### src/rtl/dmem_arb_pkg.sv
// Shared types and default constants for the data-memory arbiter.
//   arb_state_t      : arbiter FSM state (IDLE, LOCK0, LOCK1)
//   DEF_WIDTH        : default data/address width
//   DEF_DEPTH_BYTES  : default valid byte-address range of the dmem
//   DEF_MAX_LOCK     : default maximum consecutive cycles a lock may be held
package dmem_arb_pkg;

  typedef enum logic [1:0] {
    IDLE  = 2'd0,
    LOCK0 = 2'd1,
    LOCK1 = 2'd2
  } arb_state_t;

  localparam int unsigned DEF_WIDTH       = 32;
  localparam int unsigned DEF_DEPTH_BYTES = 256;
  localparam int unsigned DEF_MAX_LOCK    = 8;

endpackage

### src/rtl/dmem_arbiter_rr2.sv
// Two-way round-robin picker.
//   req0, req1 : requests from port 0 and port 1
//   last       : port that won most recently (0 or 1)
//   gnt[1:0]   : one-hot grant; a lone requester always wins, on contention
//                the port that did not win last time is chosen
module arb_rr2 (
  input  logic       req0,
  input  logic       req1,
  input  logic       last,
  output logic [1:0] gnt
);

  always_comb begin
    gnt    = '0;
    gnt[0] = req0 & (~req1 | last);
    gnt[1] = req1 & (~req0 | ~last);
  end

endmodule

### src/rtl/dmem_arbiter.sv
// Arbiter sharing one data memory between a CPU port (P0) and an
// auxiliary/DMA port (P1). The dmem itself lives outside this block.
//   CLK, RESET            : clock, synchronous active-high reset
//   Pn_REQ/LOCK/WE/A/WD   : per-port request, lock-hold, write enable,
//                           byte address, write data
//   Pn_GNT                : combinational grant for this cycle
//   Pn_VALID              : RDATA holds this port's read data (1 cycle after grant)
//   Pn_ERR                : previous granted access was out of range
//   RDATA                 : registered read data
//   MEM_WE/MEM_A/MEM_WD   : dmem write enable, address, write data
//   MEM_RD                : combinational dmem read data
module dmem_arbiter
  import dmem_arb_pkg::*;
#(
  parameter int unsigned WIDTH       = DEF_WIDTH,
  parameter int unsigned DEPTH_BYTES = DEF_DEPTH_BYTES,
  parameter int unsigned MAX_LOCK    = DEF_MAX_LOCK
) (
  input  logic             CLK,
  input  logic             RESET,
  input  logic             P0_REQ,
  input  logic             P1_REQ,
  input  logic             P0_LOCK,
  input  logic             P1_LOCK,
  input  logic             P0_WE,
  input  logic             P1_WE,
  input  logic [WIDTH-1:0] P0_A,
  input  logic [WIDTH-1:0] P1_A,
  input  logic [WIDTH-1:0] P0_WD,
  input  logic [WIDTH-1:0] P1_WD,
  output logic             P0_GNT,
  output logic             P1_GNT,
  output logic             P0_VALID,
  output logic             P1_VALID,
  output logic             P0_ERR,
  output logic             P1_ERR,
  output logic [WIDTH-1:0] RDATA,
  output logic             MEM_WE,
  output logic [WIDTH-1:0] MEM_A,
  output logic [WIDTH-1:0] MEM_WD,
  input  logic [WIDTH-1:0] MEM_RD
);

  localparam int unsigned CNT_W = $clog2(MAX_LOCK + 1);
  localparam logic [CNT_W-1:0] CNT_LAST  = CNT_W'(MAX_LOCK - 1);
  localparam logic [WIDTH:0]   DEPTH_LIM = (WIDTH + 1)'(DEPTH_BYTES);

  arb_state_t       state;
  logic [CNT_W-1:0] lock_cnt;
  logic             last;       // port granted most recently
  logic             valid0_q, valid1_q, err0_q, err1_q;

  logic [1:0]       rr_gnt;
  logic [1:0]       gnt;
  logic             gnt_any;
  logic             sel_we;
  logic             in_range;

  arb_rr2 u_rr (
    .req0 (P0_REQ),
    .req1 (P1_REQ),
    .last (last),
    .gnt  (rr_gnt)
  );

  // A lock gives its owner the memory outright; the other port is refused
  // even when the owner is idle this cycle.
  always_comb begin
    gnt = '0;
    if (!RESET) begin
      unique case (state)
        IDLE:    gnt = rr_gnt;
        LOCK0:   gnt = {1'b0, P0_REQ};
        LOCK1:   gnt = {P1_REQ, 1'b0};
        default: gnt = '0;
      endcase
    end
  end

  always_comb begin
    gnt_any  = |gnt;
    MEM_A    = gnt[1] ? P1_A  : P0_A;
    MEM_WD   = gnt[1] ? P1_WD : P0_WD;
    sel_we   = gnt[1] ? P1_WE : P0_WE;
    in_range = {1'b0, MEM_A} < DEPTH_LIM;
    MEM_WE   = gnt_any & sel_we & in_range;
  end

  assign P0_GNT = gnt[0];
  assign P1_GNT = gnt[1];

  // Registered status is masked during reset so the cycle RESET rises
  // shows nothing left over from the access before it.
  assign P0_VALID = valid0_q & ~RESET;
  assign P1_VALID = valid1_q & ~RESET;
  assign P0_ERR   = err0_q & ~RESET;
  assign P1_ERR   = err1_q & ~RESET;

  always_ff @(posedge CLK) begin
    if (RESET) begin
      state    <= IDLE;
      lock_cnt <= '0;
      last     <= 1'b1;
      RDATA    <= '0;
      valid0_q <= 1'b0;
      valid1_q <= 1'b0;
      err0_q   <= 1'b0;
      err1_q   <= 1'b0;
    end else begin
      valid0_q <= gnt[0] & ~sel_we & in_range;
      valid1_q <= gnt[1] & ~sel_we & in_range;
      err0_q   <= gnt[0] & ~in_range;
      err1_q   <= gnt[1] & ~in_range;

      if (gnt_any && !sel_we && in_range)
        RDATA <= MEM_RD;

      if (gnt[0]) last <= 1'b0;
      if (gnt[1]) last <= 1'b1;

      // lock_cnt counts the owner's consecutive grants including the one
      // that opened the lock; the MAX_LOCK-th one forces IDLE, and since
      // the owner is then the last winner the other port is favoured next.
      unique case (state)
        IDLE: begin
          if (gnt[0] && P0_LOCK && MAX_LOCK > 1) begin
            state    <= LOCK0;
            lock_cnt <= CNT_W'(1);
          end else if (gnt[1] && P1_LOCK && MAX_LOCK > 1) begin
            state    <= LOCK1;
            lock_cnt <= CNT_W'(1);
          end
        end
        LOCK0: begin
          if (!P0_REQ || !P0_LOCK || lock_cnt == CNT_LAST) begin
            state    <= IDLE;
            lock_cnt <= '0;
          end else begin
            lock_cnt <= lock_cnt + CNT_W'(1);
          end
        end
        LOCK1: begin
          if (!P1_REQ || !P1_LOCK || lock_cnt == CNT_LAST) begin
            state    <= IDLE;
            lock_cnt <= '0;
          end else begin
            lock_cnt <= lock_cnt + CNT_W'(1);
          end
        end
        default: begin
          state    <= IDLE;
          lock_cnt <= '0;
        end
      endcase
    end
  end

endmodule

### config.mk
export PLATFORM = sky130hd
export DESIGN_NAME = dmem_arbiter
export DESIGN_NICKNAME = d
export VERILOG_FILES = /design/src/rtl/dmem_arb_pkg.sv /design/src/rtl/dmem_arbiter_rr2.sv /design/src/rtl/dmem_arbiter.sv
export SDC_FILE = /design/constraint.sdc
export NUM_CORES = 1
export LEC_CHECK = 0
export ABC_AREA = 1
export BUFFER_PORTS_ARGS = -buffer_cell sky130_fd_sc_hd__buf_2
export CELL_PAD_IN_SITES_DETAIL_PLACEMENT = 0
export CELL_PAD_IN_SITES_GLOBAL_PLACEMENT = 1
export CORE_ASPECT_RATIO = 0.8
export CORE_MARGIN = 2
export CORE_UTILIZATION = 24
export CTS_BUF_LIST = sky130_fd_sc_hd__clkbuf_4 sky130_fd_sc_hd__clkbuf_8
export DETAILED_ROUTE_END_ITERATION = 8
export PLACE_DENSITY_LB_ADDON = 0.12
export SYNTH_ARGS = -nofsm -noshare
export SYNTH_HDL_FRONTEND = slang
export SYNTH_SLANG_ARGS = --single-unit
### constraint.sdc
create_clock -name CLK -period 2.5 [get_ports CLK]
set_clock_uncertainty 0.15 [all_clocks]
set_input_delay 0.5 -clock CLK [delete_from_list [all_inputs] [get_ports CLK]]
set_output_delay 0.5 -clock CLK [all_outputs]
set_load 0.03 [all_outputs]
==> results of run 1 <==
flip-flops by register name (all words and copies together) (netlist names):
signal,count
err0_q,1
RDATA,32
valid0_q,1
err1_q,1
lock_cnt,4
state,2
last,1
valid1_q,1
cell type report:
cell class	instances	area (um^2)
repair buffers	305	1735
clock inverters	2	12.51
multi-input cells	401	1842
fillers	1556	8250
flip-flops and latches	43	860.8
inverters	144	548.0
clock buffers	6	76.32
well taps	180	225.2
per-layer routing:
layer,wire (um),share of wire
met4,84,0.0067
met2,6440,0.51
met5,0,0
met3,1023,0.082
met1,4987,0.40
what timing repair did:
action                                  CTS  global route
endpoints found under the setup margin   74            54
setup buffers                             0             0
gates resized for setup                  14            16
pin swaps                                 2             1
worst max-delay path by stage:
stage,startpoint,endpoint,slack [ps]
final,state[0],MEM_WE,-130
after global routing,state[0],MEM_WE,-300
after CTS,state[0],MEM_WE,-170
after detailed placement,P1_REQ,RDATA[5],-270
after global placement,P0_REQ,RDATA[10],-260
after floorplan,RESET,MEM_WE,-140
metrics by stage:
step / worst slack (ps) / TNS [ps] / hold slack (ps) / power [uW] / cell area [um^2]
floorplan: -136.2 / -136.2 / 306.6 / 1778 / 3387
global placement: -259.7 / -8114 / 326.2 / 2354 / 5124
detailed placement: -274.3 / -8731 / 337.4 / 2349 / 5124
CTS: -172.8 / -172.8 / 208.2 / 2857 / 5259
global route: -303.4 / -5230 / 209.1 / 3047 / 5300
finish: -126.6 / -126.6 / 222.4 / 2825 / 5300
kinds of logic (layout without fill, tap and decap cells):
group,after synthesis,after routing,share of synthesized area
simple gates,385,385,0.5008
buf+inv,175,457,0.2112
flops,43,43,0.2581
compound gates,14,14,0.02363
fa+ha+maj,1,1,0.003750
xor+xnor,1,1,0.002626
placed cells by master (no fill, tap or decap), drive strengths merged:
cell	synthesis	routed
a211oi	1	1
a21oi	8	8
a31oi	2	2
buf	25	291
clkbuf	6	20
clkinv	1	2
clkinvlp	0	1
dfxtp	43	43
ha	1	1
inv	143	143
nand2	265	265
nand3	7	7
nand3b	15	15
nand4	32	32
nor2	60	60
nor3	5	5
o21ai	3	3
or2	1	1
xor2	1	1
power breakdown:
| part | switching, uW | total (uW) | internal [uW] |
|---|---|---|---|
| combinational | 1040 | 1620 | 583 |
| clock | 253 | 460 | 207 |
| sequential | 22.3 | 741 | 719 |
| total | 1320 | 2830 | 1510 |
worst max-delay path: cells and delay by family, from the launching register on:
family	cells	cell delay (ps)
DFF	1	320
buffers and inverters	3	370
and+or+nand+nor	10	970
==> run_results.csv, run 1 <==
group,metric,value,unit
run_status,status,"complete, but fails checks",
run_status,violations,"negative setup slack",
setup_path,worstSetupStartpointType,"register",
clock_network,cts-buffers-inserted,5,
clock_network,clk_latency,300,ps
sta,worstMarginPinSlew,379.1,ps
synth,synth_top_area_frac,0.2959,
pwr,power.density,533.1,nW/um^2
setup_path,reg2reg_slack,70,ps
cells_and_area,post-route-util,0.3911,
detailed_routing,via_per_inst,4.054,
detailed_routing,wire_per_inst,11.60,um
detailed_routing,antenna_left,0,
detailed_routing,drc,0,
die,coreArea,13550,um^2
sta,hold_viol_final,0,
pwr,leakage,0.003306,uW
grt,grt_pass1_wl,19140,um
clock_network,clock-sinks,43,
setup_path,r2r_end,"RDATA[5]",
grt,grtUsageMet3,0.05025,
cells_and_area,fin_nets,1069,
clock_network,clkTransAtPathRegs,80,ps
grt,antenna_found_initial,0,
detailed_routing,drt_iter0_drc,139,
run,drv_cap,0,
synth,synth_common_cells,"263 x nand2_1, 140 x inv_1, 57 x nor2_1, 43 x dfxtp_1, 32 x nand4_1",
setup_path,slowest_delay,320,ps
synth,synth_edf_count,0,
clock_network,htree_levels,2,
sta,fin_ws,-126.6,ps
setup_path,critPathRequiredTime,1850,ps
grt,grt_pass1_vias,4030,
placed_design,place_congestion,0.8177,
detailed_routing,routed_wl,12540,um
cells_and_area,antenna_cells,0,
synth,seq_area_frac_synth,0.2581,
hold_path,whs_path_depth,2,
sta,period_needed,2627,ps
hold_path,min_to,"valid1_q",
setup_path,path_class,"reg -> out",
die,die_area,14860,um^2
placed_design,hpwl,10200,um
die,io_pins,271,
synth,synth_most_common_cell,"nand2_1",
sta,rsz0062_at_grt,"yes",
pwr,ir_worst_vdd,0.2321,mV
hold_path,hp-start,"P1_WE",
grt,grt_use_met1,0.1807,
synth,synth-seq-cells,43,
placed_design,port_buffers,270,
die,dieHeight,109.4,um
synth,synth_area_leaders,"nand2_1 30%, dfxtp_1 26%, inv_1 16%",
sta,finalSetupViolations,1,
setup_path,r2r-start,"state[0]",
grt,grt_start_max_net_pins,41,
grt,grt_remaining_overflow,0,
detailed_routing,dr_total_vias,4382,
sta,maxSlewViolCount,0,
detailed_routing,drtPass1Iterations,5,
clock_network,cts_hold_buf,0,
setup_path,worstPathCellList,"inv_2, nand2_4, nor2_8, buf_12, nand3b_1, nand2_1, nand2_1, nor2_1, nand2_2, nor2_4, nand2_2, nor2_4, buf_6",
cells_and_area,drive_above_1_share,0.3774,
synth,synthFlopType,"dfxtp_1",
setup_path,cpMaxStageDelayCell,"dfxtp_1",
hold_path,hold_class,"in -> reg",
clock_network,cts-root-buf,"clkbuf_8",
cells_and_area,area_delta_synth_final,58.89,%
sta,slew_headroom,0.7472,
synth,ys_types,29,
synth,async_flop_share,0,
grt,grt-busiest-layer,"met2",
grt,grt_usage,0.1636,
die,rows,38,
placed_design,dpl.cell_count,1073,
grt,grtUsageMet2,0.3135,
setup_path,endpoint_kind,"output port",
setup_path,r2r_cells,16,
sta,clock.fmax,0.3807,GHz
die,initial_utilization,0.2462,
clock_network,clock_path_buffers,2,
die,die_x,135.8,um
setup_path,path_max_fanout,16,
synth,synth.yosys.warnings,0,
sta,fin_crit_sh,1.051,
synth,synth_area_leader_cell,"nand2_1",
clock_network,cts_tree,"built",
synth,netlist_instances,619,
cells_and_area,finalNonFillerCells,1081,
setup_path,cp.arrival,1980,ps
synth,avgSynthCellArea,5.389,um^2
synth,syn_area,3336,um^2
synth,synth_nets,788,
No activity file was read; power rests on OpenSTA's default activity.
==> inputs of run 2 (changes only) <==
==> constraint.sdc (replaced) <==
create_clock -name CLK -period 2.5 [get_ports CLK]
set_clock_uncertainty 0.15 [all_clocks]
set_input_delay 0.5 -clock CLK [delete_from_list [all_inputs] [get_ports CLK]]
set_output_delay 0.5 -clock CLK [all_outputs]
set_load 0.01 [all_outputs]
==> run_results.csv, run 2 (same netlist as run 1, synthesis figures left out) <==
group,metric,value,unit
run_status,status,"complete, but fails checks",
run_status,violations,"negative setup slack",
sta,hold_viol_final,0,
sta,fin_setup_tns,-40.32,ps
clock_network,cts-buffers-inserted,5,
sta,clock.fmax,0.3937,GHz
setup_path,cpMaxStageDelayCell,"dfxtp_2",
die,dieHeight,109.4,um
die,die_x,135.8,um
hold_path,min_to,"valid1_q",
cells_and_area,largest_register_ffs,32,
detailed_routing,drt_iter0_drc,124,
grt,grt_usage,0.1618,
placed_design,dpl.cell_count,1086,
run,drv_cap,0,
placed_design,hpwl,10200,um
cells_and_area,area_delta_synth_final,61.07,%
cells_and_area,stdcell_area,5373,um^2
clock_network,clkTransAtPathRegs,80,ps
grt,antenna_found_initial,2,
setup_path,reg2reg_slack,220,ps
setup_path,critPathRequiredTime,1850,ps
hold_path,hold_class,"in -> reg",
cells_and_area,final_cell_mix,"269 x buf_2, 260 x nand2_1, 140 x inv_1",
setup_path,critPathBufInv,3,
sta,fin_ws,-40.32,ps
die,io_pins,271,
detailed_routing,drtPass1Iterations,4,
setup_path,cp.arrival,1890,ps
setup_path,r2r-start,"state[0]",
cells_and_area,seqCellArea,863.3,um^2
setup_path,endpoint_kind,"output port",
cells_and_area,post-route-util,0.3965,
setup_path,path_max_fanout,4,
sta,maxSlewViolCount,0,
cells_and_area,layout_commonest_cell,"buf_2",
placed_design,place_congestion,0.8204,
sta,fin_crit_sh,1.016,
die,coreArea,13550,um^2
setup_path,r2r_cells,16,
sta,worstMarginPinSlew,381.5,ps
detailed_routing,wire_per_inst,11.22,um
detailed_routing,via_per_inst,4.074,
pwr,switchingPower,1014,uW
clock_network,htree_levels,2,
cells_and_area,n_fill_cell,1577,
pwr,combPwrFrac,0.506,
hold_path,whs_path_depth,2,
detailed_routing,drc,0,
detailed_routing,routed_wl,12310,um
cells_and_area,drive_above_1_share,0.3792,
sta,rsz0062_at_grt,"yes",
die,die_area,14860,um^2
hold_path,hp-start,"P1_WE",
clock_network,cts-root-buf,"clkbuf_8",
sta,period_needed,2540,ps
cells_and_area,finalNonFillerCells,1097,
grt,grt_pass1_wl,19400,um
die,initial_utilization,0.2462,
pwr,p_clk_frac,0.215,
clock_network,cts_tree,"built",
setup_path,r2r_end,"RDATA[8]",
setup_path,worstPathCellList,"inv_2, nand2_4, nor2_8, buf_6, nand3b_1, nand2_1, nand2_1, nor2_2, nand2_2, nor2_4, nand2_2, nor2_4, buf_6",
grt,grt_start_max_net_pins,36,
pwr,ir_worst_vdd,0.2258,mV
cells_and_area,fin_nets,1083,
pwr,power.density,496.5,nW/um^2
setup_path,critPathTopFamily,"simple AND/OR/NAND/NOR gates",
detailed_routing,dr_total_vias,4469,
detailed_routing,antenna_left,0,
grt,grt_pass1_vias,4271,
clock_network,cts_hold_buf,0,
cells_and_area,largest_registers,"RDATA (32), lock_cnt (4), state (2)",
setup_path,worstSetupStartpointType,"register",
pwr,p_int,1653,uW
sta,slew_headroom,0.7457,
placed_design,port_buffers,270,
clock_network,clk_latency,290,ps
cells_and_area,multiInputGateArea,1790,um^2
cells_and_area,top_register,"RDATA",
clock_network,clock-sinks,43,
pwr,leakage,0.003389,uW
pwr,swShare,0.3803,
pwr,power_frac_seq,0.279,
grt,grt_remaining_overflow,0,
die,rows,38,
placed_design,place_area,5194,um^2
sta,finalSetupViolations,1,
clock_network,clock_path_buffers,2,
setup_path,slowest_delay,330,ps
sta,holdWs,233.1,ps
setup_path,path_class,"reg -> out",
run 2: cell count changes in the layout (fill, tap and decap cells not counted), moves of 3 or more:
cell,delta
nand2_2,-5
buf_4,+11
nand2_1,+9
nand2_4,-3
buf_2,+15
clkbuf_4,-15
run 2: cell type report:
type / count / area share
multi-input combinational: 401 / 0.3333
antenna: 2 / 0.0009315
inverter: 144 / 0.1011
tap: 180 / 0.04192
timing repair buffer: 319 / 0.3402
clock inverter: 2 / 0.006521
sequential: 43 / 0.1607
clock buffer: 6 / 0.01537
run 2: worst max path at each step:
stage | start | slack (ps) | to | cells after the start
2_1_floorplan | RESET | 10 | MEM_WE | 12
3_3_place_gp | P1_REQ | -70 | MEM_WE | 13
3_5_place_dp | P1_REQ | -90 | MEM_WE | 14
4_1_cts | state[0] | -90 | MEM_WE | 13
5_1_grt | state[0] | -250 | MEM_WE | 12
6_report | state[0] | -40 | MEM_WE | 13
run 2: worst reg2reg max path: stages (launching register included):
cell and delay (ps):
dfxtp_2 330, inv_2 70, nand2_4 70, nor2_8 130
nand2_4 90, buf_4 180, nand2_1 60, nand2_1 60
nor2_1 100, nand2_1 90, nor2_4 120, buf_4 280
nand3_4 150, buf_12 170, nand2_1 60, inv_1 30
nor2_1 100
run 2: what timing repair did:
action / in CTS / in global routing
endpoints found under the setup margin: 26 / 65
pin swaps: 7 / 0
setup buffers: 1 / 0
hold endpoints to repair: 0 / 0
resized for setup: 7 / 9
run 2: power by group through the flow:
stage                     Combinational (uW)  Sequential, uW  Clock (uW)
after CTS                               1350             745         606
after floorplan                          710             758           0
after global routing                    1510             751         632
after detailed placement                1330             759           0
final                                   1350             745         573
after global placement                  1330             758           0
run 2: through the flow:
stage / setup WS (ps) / power (uW)
2_1_floorplan: 12.00 / 1467
3_3_place_gp: -74.55 / 2088
3_5_place_dp: -87.37 / 2091
4_1_cts: -94.58 / 2697
5_1_grt: -251.3 / 2894
6_report: -40.32 / 2668
run 2: per-layer routing:
layer	wire (um)	track usage
met2	6167	0.3001
met4	170	0.04092
met5	0	0
met3	808	0.03135
met1	5164	0.1920
